`src/rtl/mix_if.sv`:
```
// Control, seed and readout signals of the mix sequencer, grouped so that a
// driver and the sequencer can be connected with a single port.
//
// Handshake: start is a level-sampled request. It is accepted only on an edge
// where busy=0. busy stays high from the first op cycle through the cycle that
// shows done. done is a one-cycle pulse and carries no ready. seed_we is
// accepted only while busy=0. rd_data is a combinational read of lane rd_idx.
interface mix_if;
    logic        start;
    logic        abort;
    logic        seed_we;
    logic [2:0]  seed_idx;
    logic [31:0] seed_data;
    logic [2:0]  rd_idx;
    logic [31:0] rd_data;
    logic        busy;
    logic        done;

    modport master (
        output start,
        output abort,
        output seed_we,
        output seed_idx,
        output seed_data,
        output rd_idx,
        input  rd_data,
        input  busy,
        input  done
    );

    modport slave (
        input  start,
        input  abort,
        input  seed_we,
        input  seed_idx,
        input  seed_data,
        input  rd_idx,
        output rd_data,
        output busy,
        output done
    );
endinterface

```
`src/rtl/mix_sequencer.sv`:
```
// Eight-lane 32-bit mixing engine. Each clock in an op state applies one full
// round to all lanes. The program is (ADD, CHAIN) x ROUNDS, then
// FOLD x FOLDS, then MUL x ROUNDS, then a single DONE cycle.
// The current state is exported on dbg_state.
module mix_sequencer #(
    parameter int ROUNDS = 6,
    parameter int FOLDS  = 12
) (
    input  logic       clk,
    input  logic       rst,
    mix_if.slave       bus,
    output logic [2:0] dbg_state
);

    localparam logic [2:0] S_IDLE  = 3'd0;
    localparam logic [2:0] S_ADD   = 3'd1;
    localparam logic [2:0] S_CHAIN = 3'd2;
    localparam logic [2:0] S_FOLD  = 3'd3;
    localparam logic [2:0] S_MUL   = 3'd4;
    localparam logic [2:0] S_DONE  = 3'd5;

    // Last counter value of a phase. When FOLDS is 0 the FOLD phase is never
    // entered, so its wrapped terminal value is never compared against.
    localparam logic [7:0] LAST_ROUND = 8'(ROUNDS - 1);
    localparam logic [7:0] LAST_FOLD  = 8'(FOLDS - 1);

    localparam logic [31:0] K_TAB [8] = '{32'd2, 32'd3, 32'd5, 32'd7,
                                          32'd11, 32'd13, 32'd17, 32'd19};
    localparam logic [31:0] C_TAB [8] = '{32'd3, 32'd5, 32'd7, 32'd11,
                                          32'd13, 32'd17, 32'd19, 32'd23};

    logic [2:0]        state;
    logic [2:0]        state_next;
    logic [7:0]        round_cnt;
    logic [7:0]        round_cnt_next;
    logic [7:0][31:0]  lanes;
    logic [7:0][31:0]  lanes_next;
    logic              busy_int;
    logic              abort_hit;

    assign busy_int  = (state != S_IDLE);
    assign abort_hit = busy_int && bus.abort;

    assign bus.busy    = busy_int;
    assign bus.done    = (state == S_DONE);
    assign bus.rd_data = lanes[bus.rd_idx];
    assign dbg_state   = state;

    // Phase sequencing. The round counter counts ADD/CHAIN pairs, FOLD rounds
    // and MUL rounds, and clears whenever the program moves to a new phase.
    always_comb begin
        state_next     = state;
        round_cnt_next = round_cnt;
        case (state)
            S_IDLE: begin
                if (bus.start) begin
                    state_next     = S_ADD;
                    round_cnt_next = 8'd0;
                end
            end
            S_ADD: begin
                state_next = S_CHAIN;
            end
            S_CHAIN: begin
                if (round_cnt == LAST_ROUND) begin
                    state_next     = (FOLDS == 0) ? S_MUL : S_FOLD;
                    round_cnt_next = 8'd0;
                end else begin
                    state_next     = S_ADD;
                    round_cnt_next = round_cnt + 8'd1;
                end
            end
            S_FOLD: begin
                if (round_cnt == LAST_FOLD) begin
                    state_next     = S_MUL;
                    round_cnt_next = 8'd0;
                end else begin
                    round_cnt_next = round_cnt + 8'd1;
                end
            end
            S_MUL: begin
                if (round_cnt == LAST_ROUND) begin
                    state_next     = S_DONE;
                    round_cnt_next = 8'd0;
                end else begin
                    round_cnt_next = round_cnt + 8'd1;
                end
            end
            S_DONE: begin
                state_next     = S_IDLE;
                round_cnt_next = 8'd0;
            end
            default: begin
                state_next     = S_IDLE;
                round_cnt_next = 8'd0;
            end
        endcase
        // Abort wins over whatever the current state would do next.
        if (abort_hit) begin
            state_next     = S_IDLE;
            round_cnt_next = 8'd0;
        end
    end

    // Lane datapath. CHAIN and FOLD walk the lanes in index order and read
    // the values already updated earlier in the same round.
    always_comb begin
        lanes_next = lanes;
        case (state)
            S_IDLE: begin
                if (bus.seed_we) begin
                    lanes_next[bus.seed_idx] = bus.seed_data;
                end
            end
            S_ADD: begin
                for (int i = 0; i < 8; i++) begin
                    lanes_next[i] = lanes[i] + 32'(i);
                end
            end
            S_CHAIN: begin
                lanes_next[0] = lanes[0] + lanes[7];
                for (int i = 1; i < 8; i++) begin
                    lanes_next[i] = lanes[i] + lanes_next[i-1];
                end
            end
            S_FOLD: begin
                for (int i = 0; i < 8; i++) begin
                    lanes_next[i] = lanes_next[i] + lanes_next[(i + 7) % 8]
                                    - lanes_next[(i + 6) % 8];
                end
            end
            S_MUL: begin
                for (int i = 0; i < 8; i++) begin
                    lanes_next[i] = lanes[i] * K_TAB[i] + C_TAB[i];
                end
            end
            default: begin
                lanes_next = lanes;
            end
        endcase
        // An aborted cycle leaves the partial lane values untouched.
        if (abort_hit) begin
            lanes_next = lanes;
        end
    end

    // State, counter and lane registers. Reset restores lanes to their index.
    always_ff @(posedge clk) begin
        if (rst) begin
            state     <= S_IDLE;
            round_cnt <= 8'd0;
            for (int i = 0; i < 8; i++) begin
                lanes[i] <= 32'(i);
            end
        end else begin
            state     <= state_next;
            round_cnt <= round_cnt_next;
            lanes     <= lanes_next;
        end
    end

endmodule

```
`src/flat_wrapper.sv`:
```
// flat-port wrapper written by rule: the top's interface ports become plain ports
module mix_sequencer_flat 
#(
    parameter int ROUNDS = 6,
    parameter int FOLDS  = 12
)
  (clk, rst, dbg_state, bus_start, bus_abort, bus_seed_we, bus_seed_idx, bus_seed_data, bus_rd_idx, bus_rd_data, bus_busy, bus_done);
  mix_if bus_i ();
  input  logic clk;
  input  logic rst;
  output logic [2:0] dbg_state;
  input wire logic [$bits(bus_i.start)-1:0] bus_start;
  input wire logic [$bits(bus_i.abort)-1:0] bus_abort;
  input wire logic [$bits(bus_i.seed_we)-1:0] bus_seed_we;
  input wire logic [$bits(bus_i.seed_idx)-1:0] bus_seed_idx;
  input wire logic [$bits(bus_i.seed_data)-1:0] bus_seed_data;
  input wire logic [$bits(bus_i.rd_idx)-1:0] bus_rd_idx;
  output wire logic [$bits(bus_i.rd_data)-1:0] bus_rd_data;
  output wire logic [$bits(bus_i.busy)-1:0] bus_busy;
  output wire logic [$bits(bus_i.done)-1:0] bus_done;
  assign bus_i.start = bus_start;
  assign bus_i.abort = bus_abort;
  assign bus_i.seed_we = bus_seed_we;
  assign bus_i.seed_idx = bus_seed_idx;
  assign bus_i.seed_data = bus_seed_data;
  assign bus_i.rd_idx = bus_rd_idx;
  assign bus_rd_data = bus_i.rd_data;
  assign bus_busy = bus_i.busy;
  assign bus_done = bus_i.done;
  mix_sequencer #(.ROUNDS(ROUNDS), .FOLDS(FOLDS)) u_core (.clk(clk), .rst(rst), .bus(bus_i), .dbg_state(dbg_state));
endmodule
```
`config.mk`:
```
export PLATFORM = sky130hd
export DESIGN_NAME = mix_sequencer_flat
export DESIGN_NICKNAME = d
export VERILOG_FILES = /design/src/rtl/mix_if.sv /design/src/rtl/mix_sequencer.sv /design/src/flat_wrapper.sv
export SDC_FILE = /design/constraint.sdc
export NUM_CORES = 2
export LEC_CHECK = 0
export BUFFER_PORTS_ARGS = -buffer_cell sky130_fd_sc_hd__buf_2
export CORE_MARGIN = 8
export CORE_UTILIZATION = 45
export CTS_CLUSTER_SIZE = 16
export DETAILED_ROUTE_END_ITERATION = 8
export PLACE_DENSITY = 0.71
export SETUP_SLACK_MARGIN = 0.5
export SLEW_MARGIN = 20
export SYNTH_ARGS = -nofsm -noshare
export SYNTH_HDL_FRONTEND = slang
export SYNTH_SLANG_ARGS = --single-unit
```
`constraint.sdc`:
```
create_clock -name clk -period 20.7 [get_ports clk]
set_input_delay 4.14 -clock clk [delete_from_list [all_inputs] [get_ports clk]]
set_output_delay 4.14 -clock clk [all_outputs]
set_load 0.1 [all_outputs]
```
==> summary.md <==
| Metric | Value |
|---|---|
| Area growth from synthesis to layout | `6.51%` |
| Starting density of the core | `45.3%` |
| Initial antenna violation count | `15` |
| Vias in the first global route | `68235` |
| Worst slew pin tran | `1.14 ns` |
| Worst skew pair latency | `0.65 ns` |
| Synth Flop Type | `dfxtp_1` |
| Detail Placement HPWL | `234000 um` |
| Nets | `approximately 10000` |
| PortBufs | `79` |
| Worst stage delay on the critical path | `roughly 0.68 ns` |
| Worst Skew | `0.0254 ns` |
| Worst hold start | `u_core.round_cnt[5]` |
| DRT iter0 DRCs | `around 8500` |
| Maximum fanout along the worst path | `7` |
| Critical path arrival | `roughly 20 ns` |
| Routed WL | `293000 um` |
| Chip width | `404 um` |
| F_max | `51.4 MHz` |
| Max-cap viol count | `0` |
| Final setup vio count | `0` |
| Fill count | `around 15000` |
| Post-DRT Antenna Nets | `0` |
| Post-synth EDFFs | `0` |
| Final Cycle Share | `between 90% and 100%` |
| Async SR Flop Fraction | `0%` |
| Reg clk slew, reported paths | `roughly 0.060 ns` |
| WP data required | `roughly 21 ns` |
| I/O pin total | `80` |
| Crit Path Category | `reg2reg` |
| Area of the die | `0.163 mm2` |
| Unrepaired setup endpoints after global routing | `false` |
| CP max stage cell | `or4b_1` |
| Drt wl/cell | `27.3 um` |
| Total nets after synthesis | `a little over 10000` |
| Crit. End Element | `flip-flop` |
| Post-synth cell types | `99` |
| Core Util, Final | `48.3%` |
| Share of cells above drive strength 1 | `under 10%` |
| Final hold viol count | `0` |
| Global-route wire length before repair | `424000 um` |
| Register area share after synthesis | `7.88%` |
| Core Rows | `142` |
| Mapped Area | `0.0679 mm2` |
| Ys Warns | `0` |
| CTS tree | `yes` |
| Final setup TNS | `0 ns` |
| Minimum clock period | `roughly 19 ns` |
| Clock sinks | `approximately 270` |
| Die Y | `404 um` |
| Clock Path Buffers | `3` |
| CTS H-tree depth | `2` |
| Most used cell, CP | `inv_1` |
| Max Slew Vio Count | `0` |
| Run status | `completed` |
| Num CTS Buffers | `42` |
| Mapped Cells | `8733` |
| Flops & latches, synth | `267` |
| Vias post-DR | `70151` |
| Slew headroom | `24.2%` |
| DRC viols | `0` |
| Hold crit path type | `reg2reg` |
| Number of buffers inserted by hold repair at cts | `0` |
| Startpoint types | `flip-flop` |
| Total GRT Usage | `34.0%` |
| Largest net degree at the start of global routing | `around 110` |
| RePlAce Congestion | `1.02` |
| Vias per cell | `around 6.5` |
| Grt total ovfl | `0` |
| Root Buffer | `clkbuf_16` |
| DR pass1 iterations | `8` |
| Syn avg cell area | `between 7 and 8 um2` |
| Core area | `0.150 mm2` |
## path summary, 6_finish.rpt
| check | slack [ns] | endpoint | cells past startpoint |
|---|---|---|---|
| setup / recovery | 1.23 | flip-flop | 79 |
| hold reg to reg | 0.50 | u_core.round_cnt[5] | 2 |
| setup reg to reg | 1.23 | flip-flop | 79 |
| hold / removal | 0.50 | u_core.round_cnt[5] | 2 |
## cell usage after synthesis, types with 114 or more instances
cell type / count / area share (%)
nor3_1: 159 / 1.2
o21ai_0: 527 / 3.9
dfxtp_1: 267 / 7.9
nand3_1: 160 / 1.2
nor2_1: 559 / 3.1
o21a_1: 114 / 1.3
fa_1: 344 / 10
ha_1: 1090 / 20
xor2_1: 221 / 2.9
inv_1: 1287 / 7.1
a211oi_1: 177 / 2.0
clkbuf_1: 252 / 1.4
a21oi_1: 699 / 5.2
a221oi_1: 287 / 3.7
a21o_1: 238 / 2.6
xnor2_1: 605 / 7.8
nand2_1: 402 / 2.2
nand2b_1: 114 / 1.1
## cell usage in the layout (no fill, tap or decap), drive strengths merged, types with 30 or more instances in the layout
| master | count |
|---|---|
| a311oi | 30 |
| a31oi | 62 |
| a2111oi | 34 |
| a21o | 238 |
| a22oi | 38 |
| and3 | 71 |
| fa | 344 |
| ha | 1090 |
| a211oi | 178 |
| xor2 | 222 |
| nor2 | 559 |
| o21a | 114 |
| nand4 | 44 |
| o22ai | 31 |
| a221oi | 287 |
| nand2 | 402 |
| mux4 | 64 |
| xnor2 | 609 |
| nor2b | 96 |
| or3 | 44 |
| nand3 | 160 |
| o21bai | 111 |
| clkbuf | 60 |
| a21oi | 703 |
| nand2b | 114 |
| mux2 | 34 |
| and2 | 41 |
| o211ai | 32 |
| a21boi | 35 |
| o221ai | 40 |
| inv | 1287 |
| buf | 193 |
| dfxtp | 267 |
| nor3 | 159 |
| o21ai | 535 |
| o31ai | 33 |
## stage by stage
step	worst slack [ns]	instances	hold slack (ns)	cell area, um2
2_1_floorplan	3.38	8733	0.466	67900
3_3_place_gp	0.676	10645	0.480	70700
3_5_place_dp	0.492	10645	0.491	70700
4_1_cts	0.597	10720	0.500	72100
5_1_grt	0.503	10726	0.546	72300
6_report	1.23	10730	0.501	72300
## routing by layer
| metal | vias to the layer above | global-route usage, % | routed length [um] |
|---|---|---|---|
| met2 | 4425 | 51.7 | 123000 |
| met4 | 4 | 14.3 | 14200 |
| met3 | 808 | 9.38 | 38700 |
| li1 | 30961 | - | - |
| met1 | 33953 | 45.1 | 117000 |
| met5 | - | 0 | 24 |
## final cells by class
cell class | count | area (um2) | area share [%]
diodes | 9 | 22.5 | 0.0312
clock inverters | 15 | 183 | 0.253
multi-input cells | 6883 | 56800 | 78.6
flip-flops and latches | 267 | 5350 | 7.39
clock buffers | 60 | 1250 | 1.73
inverters | 1287 | 4830 | 6.68
well taps | 2016 | 2520 | 3.49
repair buffers | 193 | 1330 | 1.84
## worst max-delay path, delay by kind of cell, from the launching register on
kind	cells	cell delay [ns]
compound gates	28	6.32
simple gates	15	2.68
buf+inv	10	0.78
flops	1	0.43
fa+ha+maj	17	6.71
xor+xnor	9	2.39
## kinds of logic after synthesis
| family | count (synthesis) | synth area share [%] |
|---|---|---|
| simple gates | 1808 | 12.7 |
| compound gates | 2682 | 26.4 |
| mux | 125 | 3.09 |
| flops | 267 | 7.88 |
| buf+inv | 1583 | 8.79 |
| xor+xnor | 834 | 10.9 |
| fa+ha+maj | 1434 | 30.2 |
## timing repair
| action | CTS | global route |
|---|---|---|
| pin swaps | 0 | 2 |
| setup endpoints to repair | 2 | 8 |
| resized for setup | 1 | 24 |
| setup buffers | 0 | 1 |
Power is not shown: default switching activity piles up to over one toggle a cycle in this logic, so the estimate is an artifact.
